--- src/rtl/varbuf_multi_pkg.sv ---
// varbuf_multi_pkg: shared state encoding and limits for the multi-channel variable-delay buffer.
package varbuf_multi_pkg;
    typedef enum logic {VARBUF_IDLE, VARBUF_RUN} state_t;
    localparam int VARBUF_MAX_NCH = 8;
endpackage

--- src/rtl/varbuf_multi_if.sv ---
// varbuf_multi_if: control and per-channel data bundle for varbuf_multi.
// The stall signal exists only when VARBUF_STALL_EN is defined.
interface varbuf_multi_if #(parameter int ADDR_W = 6, parameter int DATA_W = 32, parameter int NCH = 2);
    logic run;
    logic clear;
    logic [NCH*ADDR_W-1:0] amount;
    logic [NCH*DATA_W-1:0] in0;
    logic [NCH*DATA_W-1:0] out0;
    logic [NCH-1:0] out_valid;
`ifdef VARBUF_STALL_EN
    logic stall;
    modport master(output run, clear, amount, in0, stall, input out0, out_valid);
    modport slave(input run, clear, amount, in0, stall, output out0, out_valid);
`else
    modport master(output run, clear, amount, in0, input out0, out_valid);
    modport slave(input run, clear, amount, in0, output out0, out_valid);
`endif
endinterface

--- src/rtl/varbuf_multi_ram.sv ---
// varbuf_multi_ram: DEPTH x DATA_W storage, one write port and one registered read port.
module varbuf_multi_ram #(parameter int ADDR_W = 6, parameter int DATA_W = 32) (
    input  logic              clk,
    input  logic              we,
    input  logic [ADDR_W-1:0] waddr,
    input  logic [DATA_W-1:0] wdata,
    input  logic              re,
    input  logic [ADDR_W-1:0] raddr,
    output logic [DATA_W-1:0] rdata
);
    logic [DATA_W-1:0] mem [1<<ADDR_W];
    always_ff @(posedge clk) begin
        if (we) mem[waddr] <= wdata;
        if (re) rdata <= mem[raddr];
    end
endmodule

--- src/rtl/varbuf_multi.sv ---
// varbuf_multi: NCH-channel programmable delay line (1..DEPTH cycles) with per-channel fill-valid.
// Optional VARBUF_STALL_EN adds a stall input that freezes the whole datapath.
module varbuf_multi
    import varbuf_multi_pkg::*;
#(parameter int ADDR_W = 6, parameter int DATA_W = 32, parameter int NCH = 2) (
    input logic clk,
    input logic rst_n,
    varbuf_multi_if.slave bus
);
    state_t state;
    logic [ADDR_W-1:0] wptr;
    logic [ADDR_W:0] cnt;
    logic [ADDR_W-1:0] amt_q [NCH];
    logic [DATA_W-1:0] byp_q [NCH];
    logic [DATA_W-1:0] rd_q [NCH];
    logic [NCH-1:0] valid;
    logic stall;
    logic adv;
`ifdef VARBUF_STALL_EN
    assign stall = bus.stall;
`else
    assign stall = 1'b0;
`endif
    // run/clear take the cycle over, so no sample is written on a restart edge
    assign adv = state == VARBUF_RUN && !stall && !bus.run && !bus.clear;
    assign bus.out_valid = valid;
    always_ff @(posedge clk or negedge rst_n) begin
        if (!rst_n) begin
            state <= VARBUF_IDLE;
            wptr <= '0;
            cnt <= '0;
            valid <= '0;
            for (int i = 0; i < NCH; i++) begin
                amt_q[i] <= '0;
                byp_q[i] <= '0;
            end
        end else if (bus.clear || bus.run) begin
            state <= bus.clear ? VARBUF_IDLE : VARBUF_RUN;
            wptr <= '0;
            cnt <= '0;
            valid <= '0;
            if (!bus.clear)
                for (int i = 0; i < NCH; i++) amt_q[i] <= bus.amount[i*ADDR_W +: ADDR_W];
        end else if (adv) begin
            wptr <= wptr + 1'b1;
            cnt <= cnt + {{ADDR_W{1'b0}}, !cnt[ADDR_W]};
            for (int i = 0; i < NCH; i++) begin
                valid[i] <= {1'b0, amt_q[i]} <= cnt;
                byp_q[i] <= bus.in0[i*DATA_W +: DATA_W];
            end
        end
    end
    for (genvar c = 0; c < NCH; c++) begin : g_ch
        varbuf_multi_ram #(.ADDR_W(ADDR_W), .DATA_W(DATA_W)) u_ram (
            .clk(clk),
            .we(adv),
            .waddr(wptr),
            .wdata(bus.in0[c*DATA_W +: DATA_W]),
            .re(adv),
            .raddr(wptr - amt_q[c]),
            .rdata(rd_q[c])
        );
        // amount 0 skips the RAM so no read-during-write ordering is needed
        assign bus.out0[c*DATA_W +: DATA_W] = valid[c] ? (amt_q[c] == '0 ? byp_q[c] : rd_q[c]) : '0;
    end
endmodule

--- src/flat_wrapper.sv ---
// flat-port wrapper written by rule: the top's interface ports become plain ports
module varbuf_multi_flat import varbuf_multi_pkg::*;
#(parameter int ADDR_W = 6, parameter int DATA_W = 32, parameter int NCH = 2)
  (clk, rst_n, bus_run, bus_clear, bus_amount, bus_in0, bus_out0, bus_out_valid);
  varbuf_multi_if #(.ADDR_W(ADDR_W), .DATA_W(DATA_W), .NCH(NCH)) bus_i ();
  input logic clk;
  input logic rst_n;
  input wire logic [$bits(bus_i.run)-1:0] bus_run;
  input wire logic [$bits(bus_i.clear)-1:0] bus_clear;
  input wire logic [$bits(bus_i.amount)-1:0] bus_amount;
  input wire logic [$bits(bus_i.in0)-1:0] bus_in0;
  output wire logic [$bits(bus_i.out0)-1:0] bus_out0;
  output wire logic [$bits(bus_i.out_valid)-1:0] bus_out_valid;
  assign bus_i.run = bus_run;
  assign bus_i.clear = bus_clear;
  assign bus_i.amount = bus_amount;
  assign bus_i.in0 = bus_in0;
  assign bus_out0 = bus_i.out0;
  assign bus_out_valid = bus_i.out_valid;
  varbuf_multi #(.ADDR_W(ADDR_W), .DATA_W(DATA_W), .NCH(NCH)) u_core (.clk(clk), .rst_n(rst_n), .bus(bus_i));
endmodule
--- config.mk ---
export PLATFORM = sky130hd
export DESIGN_NAME = varbuf_multi_flat
export DESIGN_NICKNAME = d
export VERILOG_FILES = /design/src/rtl/varbuf_multi_pkg.sv /design/src/rtl/varbuf_multi_if.sv /design/src/rtl/varbuf_multi_ram.sv /design/src/rtl/varbuf_multi.sv /design/src/flat_wrapper.sv
export SDC_FILE = /design/constraint.sdc
export NUM_CORES = 2
export LEC_CHECK = 0
export CAP_MARGIN = 0
export CORE_ASPECT_RATIO = 0.7
export CORE_MARGIN = 8
export CORE_UTILIZATION = 55
export DETAILED_ROUTE_END_ITERATION = 16
export HOLD_SLACK_MARGIN = 0.03
export PLACE_DENSITY = 0.81
export SYNTH_ARGS = -nofsm -noshare
export SYNTH_HDL_FRONTEND = slang
export SYNTH_HIERARCHICAL = 1
export SYNTH_SLANG_ARGS = --single-unit
--- constraint.sdc ---
create_clock -name clk -period 11.55 [get_ports clk]
set_clock_uncertainty 0.1 [all_clocks]
set_input_delay 2.31 -clock clk [delete_from_list [all_inputs] [get_ports clk]]
set_output_delay 2.31 -clock clk [all_outputs]
set_load 0.01 [all_outputs]
* Word level (Yosys, flattened, before mapping)
Memories as Yosys holds them, arrays and structs flattened. A register that Yosys moved wholly into a read port is not among the register bits.
Cells that the tools add are included.
** Word-level totals
- Flip-flop bits (word level) :: 92
- Bits in writable memories :: 4096
- Memories :: 2
- Output and inout port bits :: 66
- Input bits :: 80
** Memories
- u_core.g_ch[0].u_ram.mem :: words 64, bits a word 32, read ports 1, clocked after memory_dff 1, wr ports 1, line varbuf_multi_ram.sv:11 : logic [DATA_W-1:0] mem [1<<ADDR_W];
- u_core.g_ch[1].u_ram.mem :: words 64, bits a word 32, read ports 1, clocked after memory_dff 1, wr ports 1, line varbuf_multi_ram.sv:11
** Operators by class
- Bitwise operators :: 2
- Reductions and logical operators :: 11
- Multiplexer cells :: 13
- Order comparisons :: 2
- Add/subtract/negate cells :: 4
** Operators by type and width (number)
- 32-bit 2-to-1 mux :: 4
- 6-bit by 7-bit less-or-equal comparator with 1-bit output :: 2
- 7-bit 2-to-1 mux :: 2
- 6-bit zero test :: 2
- 6-bit 2-to-1 mux :: 2
- 6-bit subtractor :: 2
- 7-bit by 1-bit adder with 7-bit output :: 1
- 6-bit by 1-bit adder with 6-bit output, second input constant :: 1
- 2-bit 2-to-1 mux :: 2
- 2-bit AND reduction :: 2
- 1-bit zero test :: 3
- 1-bit 2-to-1 mux :: 3
- 1-bit logical AND :: 2
- 1-bit NOT :: 2
- 2-bit nonzero test :: 1
- 1-bit logical OR :: 1

* Logic depth before layout (Yosys ltp)
- Depth after elaboration :: 5
- Mapped depth :: 14
- Depth with buffers taken out :: 12

* Hierarchy
The synthesis kept the hierarchy.
** By module, submodules not included
- varbuf_multi_ram :: instances 2, cells an instance 3324, sequential area each 62459.9 um2, area each 78835.6 um2
- varbuf_multi :: instances 1, cells an instance 556, sequential area each 2302.2 um2, area each 5406.4 um2

* Worst setup path after synthesis
Ideal clock, no wire load.
- Path kind :: input -> register
- Start point :: in bus_run
- End point :: mem u_core.g_ch[0].u_ram.mem[49][0] (enable)
- Stages on the path :: 8
- Data arrival time :: 6.012 ns
- Buffers on the path :: 3
- Path slack :: 4.977 ns
- Data required time :: 10.989 ns
- Cells stage by stage :: or2_1 > buf_6 > nor2_8 > buf_6 > buf_6 > nor2b_1 > nand4_1 > nor3_1
** On the way
- Cells in the longest elaborated chain, start to end :: 5
** Ends and longest elaborated chain
- start, declared :: line flat_wrapper.sv:8 : input wire logic [$bits(bus_i.run)-1:0] bus_run;
- 1-bit zero test :: line varbuf_multi.sv:25 : assign adv = state == VARBUF_RUN && !stall && !bus.run && !bus.clear;
- 1-bit logical AND (2 in series) :: line varbuf_multi.sv:25
- net u_core.adv :: line varbuf_multi.sv:18 : logic adv;
- 1-bit 2-to-1 mux :: line varbuf_multi_ram.sv:13 : if (we) mem[waddr] <= wdata;
- 1-bit 2-to-1 mux (not written as such) :: line varbuf_multi_ram.sv:13
- end, declared :: line varbuf_multi_ram.sv:11
The timed path passes the listed nets, and every way through them passes these cells.

* Worst setup path in the final report
- Start point :: in bus_run
- End point :: mem u_core.g_ch[1].u_ram.mem[36][9] (enable)
** On the way
- Cells in the longest elaborated chain, start to end :: 5
** Ends and longest elaborated chain (line)
- 1-bit zero test :: varbuf_multi.sv:25
- 1-bit logical AND (2 in series) :: varbuf_multi.sv:25
- 1-bit 2-to-1 mux :: varbuf_multi_ram.sv:13
- 1-bit 2-to-1 mux (not written as such) :: varbuf_multi_ram.sv:13
- end, declared :: varbuf_multi_ram.sv:11
Every way passes these cells.

==> impl_results.md <==
- Status: completed
- Syn-to-layout area delta: 11.6%
- Row Count: 167
- CTS tree: yes
- Clk sink count: 4,252
- CP peak stage delay: 1260 ps
- WL final: 457 mm
- CTS Buffer Depth: 4
- Setup CP Type: in2reg
- Critical path's slowest cell: nor2_4
- Crit start category: input pin
- Worst Path Buf+Inv: 2
- Core Box Area: 295,000 µm²
- Synth top area cells: edfxtp_1 (77%), mux4_2 (15%), dfrtp_1 (1.4%)
- Synth top area share: 76.6%
- Unrepaired setup endpoints after global routing: no
- Clock Pin Slew Worst Setup and Hold Paths: 60 ps
- Register bit total from synthesis: 4,252
- Share of layout cells above drive strength 1: 26.2%
- Initial drt markers: 16,100
- Input/output buffers: 145
- Most common library cells after synthesis: edfxtp_1 (4,160), mux4_2 (1,088), nor2_1 (294)
- First-pass DRT Iterations: 6
- Later-pin clock latency in the skew report: 930 ps
- IR drop worst, VDD: 0.000184 V
- Syn Nets: 7,311
- Vias in the first global route: 81,900
- Most used DFF post-synth: edfxtp_1
- Total die area: 314,000 µm²
- Detail Route Antenna Nets: 0
- Initial core utilization: 55.2%
- Syn Area/Cell: 22.6 µm²
- Synthesized cell area: 163,000 µm²
- Crit path DAT: 7090 ps
- Critical Path Sink Type: flop
- TNS Setup: 0 ps
- Grt total ovfl: 0
- Rel. slew slack: 4.26%
- DIE HEIGHT: 472 µm
- Leading area contributor after synthesis: edfxtp_1
- Root Buffer: clkbuf_16
- Crit-path cells: clkdlybuf4s50_1, or2_1, nor2_8, buf_4, nor2b_1, nand2_1, nor2_4
- Syn Inst Count: 7,204
- Vias: 83,600
- Cts repair resizes: 0
- Die X: 667 µm
- Req. time, crit path: 11,960 ps
- Post-CTS Setup Bufs: 0
- Leakage: 56.2 nW
- Layout Nets: 7,579
- Pins Over Slew Limit: 0
- HPWL after DPL: 243 mm
- Total GRT Usage: 28.5%
- Max-Cap Viols: 0
- Largest net degree at the start of global routing: 148
- Avg WL per Cell: 38.8 µm
- Netlist cell types: 53
- Drc violations: 0
- Minimum hold slack: 390 ps
- Top Ports: 146
- Global-route wire length before repair: 635 mm
- Asr flop ratio synth: 2.16%
- Minimum clock period: 6690 ps
- Slew @ Worst Pin: 1430 ps
- Most common cell in the netlist: edfxtp_1
- Routability cong.: 0.940
- Synth warn: 6
- Worst hold path class: reg2reg
- Detail-routed via count per cell: 7.10
- Cts bufs inserted: 387
- CTS H-tree lvls: 5
- Fmax: 150 MHz
- Number of flops mapped to enable cells by yosys: 4,160
- Fin crit share: 57.9%
- Initial antenna violation count: 45
- Final Hold Vio Count: 0
- CP max FO: 71
- CP delay by family, top: simple AND/OR/NAND/NOR gates
- Count of final setup violators: 0
- P per Cell Area: 199 nW/µm²
- Register area share after synthesis: 78.0%
- Hold buffer count at CTS: 0
- Fillcell total: 18,400
-- layer usage --
layer	GRT usage [%]	part of all wire, %
met1	38.8	34
met2	42.6	45
met3	10.8	17
met4	10.1	4.6
met5	0	0.039
-- through the flow --
stage               worst slack, ps  instance area, µm²  util (%)  power [mW]  instances
floorplan                      4980              163000         -        20.9       7204
finish                         4860              182000      61.6        36.2      11800
detailed placement             4280              169000      57.3        23.2      11100
global route                   4870              182000      61.6        36.9      11800
global placement               4330              169000      57.3        23.1      11100
CTS                            5100              182000      61.6        36.0      11800
-- sequential cells by signal (all words and copies together) (netlist names) --
name / cells
u_core/amt_q: 12
u_core/bus.out_valid: 2
u_core/byp_q: 64
u_core/cnt: 7
u_core/g_ch.u_ram/mem: 4096
u_core/g_ch.u_ram/rdata: 64
u_core/state: 1
u_core/wptr: 6
-- where the power goes --
part	internal, mW	total [mW]	switching (mW)
registers	17.1	17.1	0.0524
clock network	7.20	13.0	5.76
logic	2.19	6.18	3.99
total	26.5	36.2	9.80
-- path summary, 6_finish.rpt --
kind	from	slack [ps]	depth (start not counted)	end
hold / removal	u_core/byp_q[62]	390	1	u_core/byp_q[62]
max in group asynchronous	rst_n	8720	2	u_core/wptr[3]
min in group asynchronous	rst_n	1210	1	u_core/byp_q[59]
setup reg to reg	u_core/wptr[1]	5410	8	u_core/g_ch[1].u_ram/rdata[8]
setup / recovery	bus_run	4860	7	u_core/g_ch[1].u_ram/mem[36][9]
hold reg to reg	u_core/byp_q[62]	390	1	u_core/byp_q[62]
-- placed cells by master, fill, tap and decap left out, drive strengths merged, types with 38 or more instances in the layout --
master / count
buf: 195
a21oi: 132
dfrtp: 92
edfxtp: 4160
mux4: 1088
nand2: 197
clkinv: 168
mux2: 66
clkbuf: 474
mux2i: 189
bufinv: 38
clkdlybuf4s50: 80
o221ai: 54
o22ai: 170
nor2: 295
a21boi: 66
-- kinds of logic after synthesis --
| group | Yosys count | share of synthesized area, % |
|---|---|---|
| mux | 1343 | 16.6 |
| fa+ha+maj | 27 | 0.216 |
| compound gates | 506 | 2.05 |
| simple gates | 642 | 1.72 |
| flops | 4252 | 78.0 |
| buf+inv | 418 | 1.27 |
| xor+xnor | 16 | 0.0859 |
-- cell type report --
type                       count  area [µm²]  share of cell area (%)
inverter                      22        97.6                  0.0536
antenna                       15        37.5                  0.0206
clock inverter               239        2250                    1.24
multi-input combinational   2534       34800                    19.1
tap                         3971        4970                    2.73
timing repair buffer         275        2270                    1.25
sequential                  4252      127000                    69.9
clock buffer                 474       10300                    5.65
No activity file was read; power rests on OpenSTA's default activity.
